===== config.mk =====
export PLATFORM = sky130hd
export DESIGN_NAME = aes_iter_encrypt
export DESIGN_NICKNAME = d
export VERILOG_FILES = /design/src/rtl/aes_pkg.sv /design/src/rtl/aes_round.sv /design/src/rtl/aes_iter_encrypt.sv
export SDC_FILE = /design/constraint.sdc
export NUM_CORES = 2
export LEC_CHECK = 0
export BUFFER_PORTS_ARGS = -buffer_cell sky130_fd_sc_hd__buf_2
export CELL_PAD_IN_SITES_DETAIL_PLACEMENT = 1
export CELL_PAD_IN_SITES_GLOBAL_PLACEMENT = 1
export CORE_AREA = 2 2 650 652
export DETAILED_ROUTE_END_ITERATION = 12
export DIE_AREA = 0 0 652 654
export GPL_TIMING_DRIVEN = 0
export PLACE_DENSITY = 0.47
export RECOVER_POWER = 100
export SETUP_SLACK_MARGIN = 0.4
export SLEW_MARGIN = 5
export SYNTH_ARGS = -nofsm -noshare
export SYNTH_HDL_FRONTEND = slang
export SYNTH_HIERARCHICAL = 1
export SYNTH_SLANG_ARGS = --single-unit

===== constraint.sdc =====
create_clock -name clk -period 6.1 [get_ports clk]
set_input_delay 0 -clock clk [delete_from_list [all_inputs] [get_ports clk]]
set_output_delay 0 -clock clk [all_outputs]
set_load 0.01 [all_outputs]

===== src/rtl/aes_pkg.sv =====
// ---------------------------------------------------------------------------
// aes_pkg
// Shared AES definitions for the iterative encryption datapath:
//   aes_block_t      128-bit block, byte 0 in [127:120], column-major state
//   NR_AES128        round count for AES-128
//   aes_enc_state_e  controller states IDLE/RUN/DONE
//   SBOX / sbox()    forward S-box lookup
//   xtime()          multiply by x in GF(2^8) modulo x^8+x^4+x^3+x+1
// ---------------------------------------------------------------------------
package aes_pkg;

  typedef logic [127:0] aes_block_t;

  localparam int NR_AES128 = 10;

  typedef enum logic [1:0] {
    IDLE = 2'd0,
    RUN  = 2'd1,
    DONE = 2'd2
  } aes_enc_state_e;

  // Entry 0 is the leftmost literal because the outer range ascends.
  localparam logic [0:255][7:0] SBOX = {
    8'h63, 8'h7c, 8'h77, 8'h7b, 8'hf2, 8'h6b, 8'h6f, 8'hc5, 8'h30, 8'h01, 8'h67, 8'h2b, 8'hfe, 8'hd7, 8'hab, 8'h76,
    8'hca, 8'h82, 8'hc9, 8'h7d, 8'hfa, 8'h59, 8'h47, 8'hf0, 8'had, 8'hd4, 8'ha2, 8'haf, 8'h9c, 8'ha4, 8'h72, 8'hc0,
    8'hb7, 8'hfd, 8'h93, 8'h26, 8'h36, 8'h3f, 8'hf7, 8'hcc, 8'h34, 8'ha5, 8'he5, 8'hf1, 8'h71, 8'hd8, 8'h31, 8'h15,
    8'h04, 8'hc7, 8'h23, 8'hc3, 8'h18, 8'h96, 8'h05, 8'h9a, 8'h07, 8'h12, 8'h80, 8'he2, 8'heb, 8'h27, 8'hb2, 8'h75,
    8'h09, 8'h83, 8'h2c, 8'h1a, 8'h1b, 8'h6e, 8'h5a, 8'ha0, 8'h52, 8'h3b, 8'hd6, 8'hb3, 8'h29, 8'he3, 8'h2f, 8'h84,
    8'h53, 8'hd1, 8'h00, 8'hed, 8'h20, 8'hfc, 8'hb1, 8'h5b, 8'h6a, 8'hcb, 8'hbe, 8'h39, 8'h4a, 8'h4c, 8'h58, 8'hcf,
    8'hd0, 8'hef, 8'haa, 8'hfb, 8'h43, 8'h4d, 8'h33, 8'h85, 8'h45, 8'hf9, 8'h02, 8'h7f, 8'h50, 8'h3c, 8'h9f, 8'ha8,
    8'h51, 8'ha3, 8'h40, 8'h8f, 8'h92, 8'h9d, 8'h38, 8'hf5, 8'hbc, 8'hb6, 8'hda, 8'h21, 8'h10, 8'hff, 8'hf3, 8'hd2,
    8'hcd, 8'h0c, 8'h13, 8'hec, 8'h5f, 8'h97, 8'h44, 8'h17, 8'hc4, 8'ha7, 8'h7e, 8'h3d, 8'h64, 8'h5d, 8'h19, 8'h73,
    8'h60, 8'h81, 8'h4f, 8'hdc, 8'h22, 8'h2a, 8'h90, 8'h88, 8'h46, 8'hee, 8'hb8, 8'h14, 8'hde, 8'h5e, 8'h0b, 8'hdb,
    8'he0, 8'h32, 8'h3a, 8'h0a, 8'h49, 8'h06, 8'h24, 8'h5c, 8'hc2, 8'hd3, 8'hac, 8'h62, 8'h91, 8'h95, 8'he4, 8'h79,
    8'he7, 8'hc8, 8'h37, 8'h6d, 8'h8d, 8'hd5, 8'h4e, 8'ha9, 8'h6c, 8'h56, 8'hf4, 8'hea, 8'h65, 8'h7a, 8'hae, 8'h08,
    8'hba, 8'h78, 8'h25, 8'h2e, 8'h1c, 8'ha6, 8'hb4, 8'hc6, 8'he8, 8'hdd, 8'h74, 8'h1f, 8'h4b, 8'hbd, 8'h8b, 8'h8a,
    8'h70, 8'h3e, 8'hb5, 8'h66, 8'h48, 8'h03, 8'hf6, 8'h0e, 8'h61, 8'h35, 8'h57, 8'hb9, 8'h86, 8'hc1, 8'h1d, 8'h9e,
    8'he1, 8'hf8, 8'h98, 8'h11, 8'h69, 8'hd9, 8'h8e, 8'h94, 8'h9b, 8'h1e, 8'h87, 8'he9, 8'hce, 8'h55, 8'h28, 8'hdf,
    8'h8c, 8'ha1, 8'h89, 8'h0d, 8'hbf, 8'he6, 8'h42, 8'h68, 8'h41, 8'h99, 8'h2d, 8'h0f, 8'hb0, 8'h54, 8'hbb, 8'h16
  };

  function automatic logic [7:0] sbox(input logic [7:0] b);
    return SBOX[b];
  endfunction

  function automatic logic [7:0] xtime(input logic [7:0] b);
    return {b[6:0], 1'b0} ^ (b[7] ? 8'h1b : 8'h00);
  endfunction

endpackage


===== src/rtl/aes_round.sv =====
// ---------------------------------------------------------------------------
// aes_round
// One combinational AES encryption round.
//   state_in    in  128  current state
//   round_key   in  128  key for this round
//   final_round in  1    1 = skip MixColumns (last round)
//   state_out   out 128  SubBytes, ShiftRows, [MixColumns], AddRoundKey
// Byte i of the block sits at [127-8i -: 8]; byte i is row i%4, column i/4.
// ---------------------------------------------------------------------------
module aes_round
  import aes_pkg::*;
(
  input  aes_block_t state_in,
  input  aes_block_t round_key,
  input  logic       final_round,
  output aes_block_t state_out
);

  logic [7:0] sb [16];
  logic [7:0] sr [16];
  logic [7:0] mc [16];

  genvar gi;

  for (gi = 0; gi < 16; gi++) begin : g_bytes
    localparam int ROW = gi % 4;
    localparam int COL = gi / 4;
    assign sb[gi] = sbox(state_in[127-8*gi -: 8]);
    // Row r rotates left by r columns.
    assign sr[gi] = sb[4*((COL + ROW) % 4) + ROW];
    assign state_out[127-8*gi -: 8] =
      (final_round ? sr[gi] : mc[gi]) ^ round_key[127-8*gi -: 8];
  end

  for (gi = 0; gi < 4; gi++) begin : g_mix
    logic [7:0] a0, a1, a2, a3;
    assign a0 = sr[4*gi];
    assign a1 = sr[4*gi+1];
    assign a2 = sr[4*gi+2];
    assign a3 = sr[4*gi+3];
    // Circulant matrix {02,03,01,01}; 03*x expressed as xtime(x)^x.
    assign mc[4*gi]   = xtime(a0) ^ xtime(a1) ^ a1 ^ a2 ^ a3;
    assign mc[4*gi+1] = a0 ^ xtime(a1) ^ xtime(a2) ^ a2 ^ a3;
    assign mc[4*gi+2] = a0 ^ a1 ^ xtime(a2) ^ xtime(a3) ^ a3;
    assign mc[4*gi+3] = xtime(a0) ^ a0 ^ a1 ^ a2 ^ xtime(a3);
  end

endmodule


===== src/rtl/aes_iter_encrypt.sv =====
// ---------------------------------------------------------------------------
// aes_iter_encrypt
// Iterative AES-128 encryption: initial AddRoundKey in the accept cycle,
// then one round per clock, result held until taken downstream.
//   clk, rst_n          clock, synchronous active-low reset
//   in_valid/in_ready   plaintext + key handshake (ready only when idle)
//   plaintext           block to encrypt
//   user_key            round key 0 (cipher key)
//   round1..round10     round keys 1..10
//   out_valid/out_ready ciphertext handshake
//   ciphertext          result (valid while out_valid)
//   busy                block in flight or waiting to be taken
// Build option: define AES_KEY_LATCH_EN to capture all round keys on accept
// so the key ports may change after the accept cycle. Without it the key
// ports must be held stable until the result is taken.
// ---------------------------------------------------------------------------
module aes_iter_encrypt
  import aes_pkg::*;
#(
  parameter int NR = NR_AES128
) (
  input  logic         clk,
  input  logic         rst_n,
  input  logic         in_valid,
  output logic         in_ready,
  input  logic [127:0] plaintext,
  input  logic [127:0] user_key,
  input  logic [127:0] round1,
  input  logic [127:0] round2,
  input  logic [127:0] round3,
  input  logic [127:0] round4,
  input  logic [127:0] round5,
  input  logic [127:0] round6,
  input  logic [127:0] round7,
  input  logic [127:0] round8,
  input  logic [127:0] round9,
  input  logic [127:0] round10,
  output logic         out_valid,
  input  logic         out_ready,
  output logic [127:0] ciphertext,
  output logic         busy
);

  if (NR != NR_AES128) begin : g_bad_nr
    $error("aes_iter_encrypt: only NR=10 (AES-128) is supported");
  end

  localparam logic [1:0] S_IDLE = IDLE;
  localparam logic [1:0] S_RUN  = RUN;
  localparam logic [1:0] S_DONE = DONE;

  logic [1:0] state_q, state_d;
  logic [3:0] rnd_q, rnd_d;
  aes_block_t blk_q, blk_d;
  aes_block_t round_key, round_out;
  aes_block_t key_src [1:NR_AES128];
  logic       accept;

  assign accept = in_valid && (state_q == S_IDLE);

`ifdef AES_KEY_LATCH_EN
  aes_block_t keys_q [0:NR_AES128];
  aes_block_t keys_d [0:NR_AES128];

  always_comb begin
    keys_d = keys_q;
    if (accept) begin
      keys_d = '{user_key, round1, round2, round3, round4, round5,
                 round6, round7, round8, round9, round10};
    end
  end

  always_ff @(posedge clk) begin
    if (!rst_n) keys_q <= '{default: '0};
    else        keys_q <= keys_d;
  end

  // Key 0 is applied straight from the port in the accept cycle, so the
  // rounds only ever read copies 1..10.
  genvar gi;
  for (gi = 1; gi <= NR_AES128; gi++) begin : g_key_src
    assign key_src[gi] = keys_q[gi];
  end
`else
  assign key_src = '{round1, round2, round3, round4, round5,
                     round6, round7, round8, round9, round10};
`endif

  always_comb begin
    round_key = key_src[1];
    for (int k = 1; k <= NR_AES128; k++) begin
      if (rnd_q == 4'(k)) round_key = key_src[k];
    end
  end

  aes_round u_round (
    .state_in    (blk_q),
    .round_key   (round_key),
    .final_round (rnd_q == 4'(NR_AES128)),
    .state_out   (round_out)
  );

  always_comb begin
    state_d = state_q;
    rnd_d   = rnd_q;
    blk_d   = blk_q;
    unique case (state_q)
      S_IDLE: begin
        if (in_valid) begin
          blk_d   = plaintext ^ user_key;
          rnd_d   = 4'd1;
          state_d = S_RUN;
        end
      end
      S_RUN: begin
        blk_d = round_out;
        // rnd parks at 10 until the next accept reloads it.
        if (rnd_q == 4'(NR_AES128)) state_d = S_DONE;
        else                        rnd_d   = rnd_q + 4'd1;
      end
      S_DONE: begin
        if (out_ready) state_d = S_IDLE;
      end
      default: state_d = S_IDLE;
    endcase
  end

  always_ff @(posedge clk) begin
    if (!rst_n) begin
      state_q <= S_IDLE;
      rnd_q   <= 4'd0;
      blk_q   <= '0;
    end else begin
      state_q <= state_d;
      rnd_q   <= rnd_d;
      blk_q   <= blk_d;
    end
  end

  assign in_ready   = (state_q == S_IDLE);
  assign out_valid  = (state_q == S_DONE);
  assign busy       = (state_q == S_RUN) || (state_q == S_DONE);
  assign ciphertext = blk_q;

endmodule


==> flow_summary.ini <==
[floorplanning]
core_mm2 = 0.4193
die-area_mm2 = 0.4264
dieHeight_um = 654
start_util = 0.2008
rows = 238
die_w_um = 652
io_pins = 1671

[sta]
hold_ws_ns = 0.03438
fin_setup_tns_ns = 0
clock.fmax_ghz = 0.1659
finalHoldViolations = 0
worst_pin_slew_ns = 2.992
finalCriticalPeriod_ns = 6.029
relSlewSlack = -0.9946
slew_viol_final = 44
clock_skew_ns = 0.04755
setup_viol = 0
rsz0062_at_grt = yes
fin_crit_sh = 0.9883

[yosys]
syn-num-nets = 14988
avgSynthCellArea_um2 = 6.372
synth_edf_count = 0
dominantRegCellSynth = dfxtp_1
ys_ff_latch = 134
ys_types = 129
synth_cells = 13211
synthArstFlopShare = 0
synth_area_mm2 = 0.08418
synth-warning-count = 6
ys_seq_area_frac = 0.03187

[detailed_routing]
drtIter0Drc = 20396
drt-met1-wl_um = 395400
first_pass_iters = 9
dr_wl_met2_um = 420900
wl_per_cell_um = 48.42
wl_um = 1045000
drtAntennaViolNets = 0
vias = 139164
via_per_inst = 6.450
top_layer = met5
wl_met3_um = 118400
drc = 0

[critical_path]
cp-start-kind = flip-flop
critPathRequiredTime_ns = 6.61
crit_top_cell = xnor2_1
critPathMaxStageDelay_ns = 0.79
crit_path_cell_trace = buf_2 -> inv_1 -> ha_1 -> buf_2 -> nand2b_1 -> nor2_1 -> a221o_1 -> o21ai_1 -> a2111oi_2 -> nor3_4 -> xnor2_2 -> xnor2_1 -> xnor2_1 -> mux2i_2 -> xnor2_1 -> nand2_1 -> o21ai_0 -> nand2_1 -> a21boi_0
worstSetupEndpointType = flip-flop
crit_slowest_cell = a2111oi_2
critPathMaxFanout = 11
cp_top_family = compound AO/OA/AOI/OAI gates
path_class = flip-flop to flip-flop
critPathBufInv = 3
cp.arrival_ns = 6.54

[grt]
grt_pass1_wl_um = 1340000
grt_usage = 0.4637
grt_start_max_net_pins = 20
grt_overflow = 0
antenna_found_initial = 372
first_global_vias = 130207

[place]
placed_cell_area_mm2 = 0.1001
hpwl_um = 848600
gp_congestion = 1.111
portBuffers = 1669
dp.cells = 20433

[power]
p_per_area_mw_per_mm2 = 975.9
power_leakage_nw = 37.82
max-vdd-ir-drop_uv = 904.8

[clocking]
numCtsBuffers = 21
clk_root_buffer_cell = clkbuf_16
clkTransAtPathRegs_ns = 0.08
htree_levels = 4
cts_tree = yes
clock-sinks = 134
clock_latency_ns = 0.63
cts_buffer_depth = 3

[run]
cap_violations = 3

[cells_and_area]
post-route-util = 0.2568
finish.instance_area_mm2 = 0.1077
nets = 17015
syn2layout_area_growth_pct = 27.91
layoutNonFillerInstCount = 21577
layout_commonest_cell = buf_2
layout_common_cells = 2,090 x buf_2, 1,346 x nand2_1, 1,208 x a21oi_1
drive_above_1_share = 0.2136

[run_status]
status = complete, but fails checks
failed_checks = capacitance limit, slew limit

[min_path]
hold_class = input port to flip-flop
==> power breakdown <==
group | total, mW | internal [mW] | switching [mW]
registers | 3.19 | 1.26 | 1.92
clock network | 1.48 | 0.814 | 0.667
logic | 100 | 32.0 | 68.4
total | 105 | 34.1 | 71.0
==> tightest hold or removal path, delay by kind of cell <==
kind                      cells  cell delay [ns]
buffers and inverters         1             0.20
and+or+nand+nor               1             0.06
AOI/OAI and AO/OA             2             0.14
xor gates and xnor gates      1             0.16
==> cell families after synthesis <==
| kind of cell | count (synthesis) | share of synthesized area |
|---|---|---|
| AND/OR/NAND/NOR | 4687 | 0.2827 |
| flip-flops | 134 | 0.03187 |
| XOR/XNOR | 736 | 0.07830 |
| multiplexers | 257 | 0.04527 |
| adder cells (fa/ha/maj) | 239 | 0.03546 |
| buffers and inverters | 1852 | 0.09783 |
| AO/OA/AOI/OAI | 5306 | 0.4286 |
==> routing by layer <==
layer	vias up	track usage
li1	54257	-
met1	70464	0.5522
met2	11270	0.6642
met3	3083	0.1580
met4	90	0.3960
met5	-	0
==> area by class of cell <==
type | instances | area [um^2]
well taps | 5520 | 6907
flip-flops and latches | 134 | 2773
repair buffers | 2004 | 11690
clock buffers | 23 | 543.0
plain buffers | 1556 | 7471
fillers | 53042 | 311600
clock inverters | 10 | 161.4
multi-input cells | 11225 | 74960
diodes | 809 | 2024
inverters | 296 | 1152
==> registers in the layout, summed over array words and instances (netlist names) <==
register    flops
ciphertext    128
rnd_q           4
state_q         2
==> worst paths after layout <==
kind | startpoint | to | slack [ns] | depth (start not counted)
worst max-delay path | ciphertext[112]$_SDFFE_PN0P_ | ciphertext[0]$_SDFFE_PN0P_ | 0.07 | 19
worst min-delay path | plaintext[124] | ciphertext[124]$_SDFFE_PN0P_ | 0.03 | 5
worst max register to register | ciphertext[112]$_SDFFE_PN0P_ | ciphertext[0]$_SDFFE_PN0P_ | 0.07 | 19
worst min register to register | ciphertext[27]$_SDFFE_PN0P_ | ciphertext[27]$_SDFFE_PN0P_ | 0.50 | 2
==> synthesized netlist by cell type, types with 43 or more instances <==
| cell type | n | area (um^2) |
|---|---|---|
| mux4_2 | 95 | 2140 |
| nand2b_1 | 488 | 3053 |
| o21a_1 | 46 | 345.3 |
| a211o_1 | 47 | 411.6 |
| nand3_1 | 352 | 1762 |
| a221oi_1 | 211 | 1848 |
| nand4_1 | 45 | 281.5 |
| o31ai_1 | 245 | 1839 |
| o221ai_1 | 65 | 569.3 |
| nand3b_1 | 166 | 1246 |
| buf_4 | 85 | 638.1 |
| a211oi_1 | 232 | 1742 |
| dfxtp_1 | 134 | 2683 |
| o22ai_1 | 80 | 500.5 |
| nor4_1 | 45 | 281.5 |
| xor2_1 | 174 | 1524 |
| a221o_1 | 162 | 1622 |
| a2111oi_0 | 54 | 473.0 |
| or3_1 | 60 | 375.4 |
| a31oi_1 | 236 | 1476 |
| o2111ai_1 | 49 | 429.2 |
| mux2i_1 | 131 | 1311 |
| nor2_1 | 784 | 2943 |
| a311o_1 | 43 | 430.4 |
| xnor2_1 | 546 | 4782 |
| buf_2 | 528 | 2643 |
| nor2b_1 | 530 | 3316 |
| nor3_1 | 348 | 1742 |
| o311ai_0 | 162 | 1419 |
| a311oi_1 | 261 | 2286 |
| a21oi_1 | 1215 | 6081 |
| o21ai_0 | 1185 | 5931 |
| nor3b_1 | 172 | 1291 |
| a21boi_0 | 148 | 1111 |
| o21bai_1 | 144 | 1081 |
| clkbuf_1 | 780 | 2928 |
| and2_1 | 92 | 575.6 |
| or2_2 | 93 | 581.8 |
| inv_1 | 259 | 972.2 |
| and3_1 | 55 | 344.1 |
| nand2_1 | 1353 | 5079 |
| buf_1 | 122 | 457.9 |
| o211ai_1 | 197 | 1479 |
| a21o_1 | 61 | 457.9 |
| ha_1 | 237 | 2965 |
==> stage by stage <==
| stage | setup slack [ns] | power (mW) |
|---|---|---|
| 5_1_grt | -0.01496 | 100.3 |
| 6_report | 0.07116 | 105.1 |
| 2_1_floorplan | 1.575 | 49.31 |
| 3_5_place_dp | -2.293 | 95.74 |
| 3_3_place_gp | -3.287 | 96.38 |
| 4_1_cts | 0.2675 | 97.26 |
==> repair_timing <==
| item | in CTS | in global routing |
|---|---|---|
| endpoints found under the setup margin | 128 | 126 |
| buffers inserted | 55 | 46 |
| pin swaps | 22 | 25 |
| endpoints found under the hold margin | 121 | 0 |
| gates resized for setup | 412 | 276 |
| hold buffers | 199 | 0 |
Note: power is estimated with default switching activity, not from simulation.
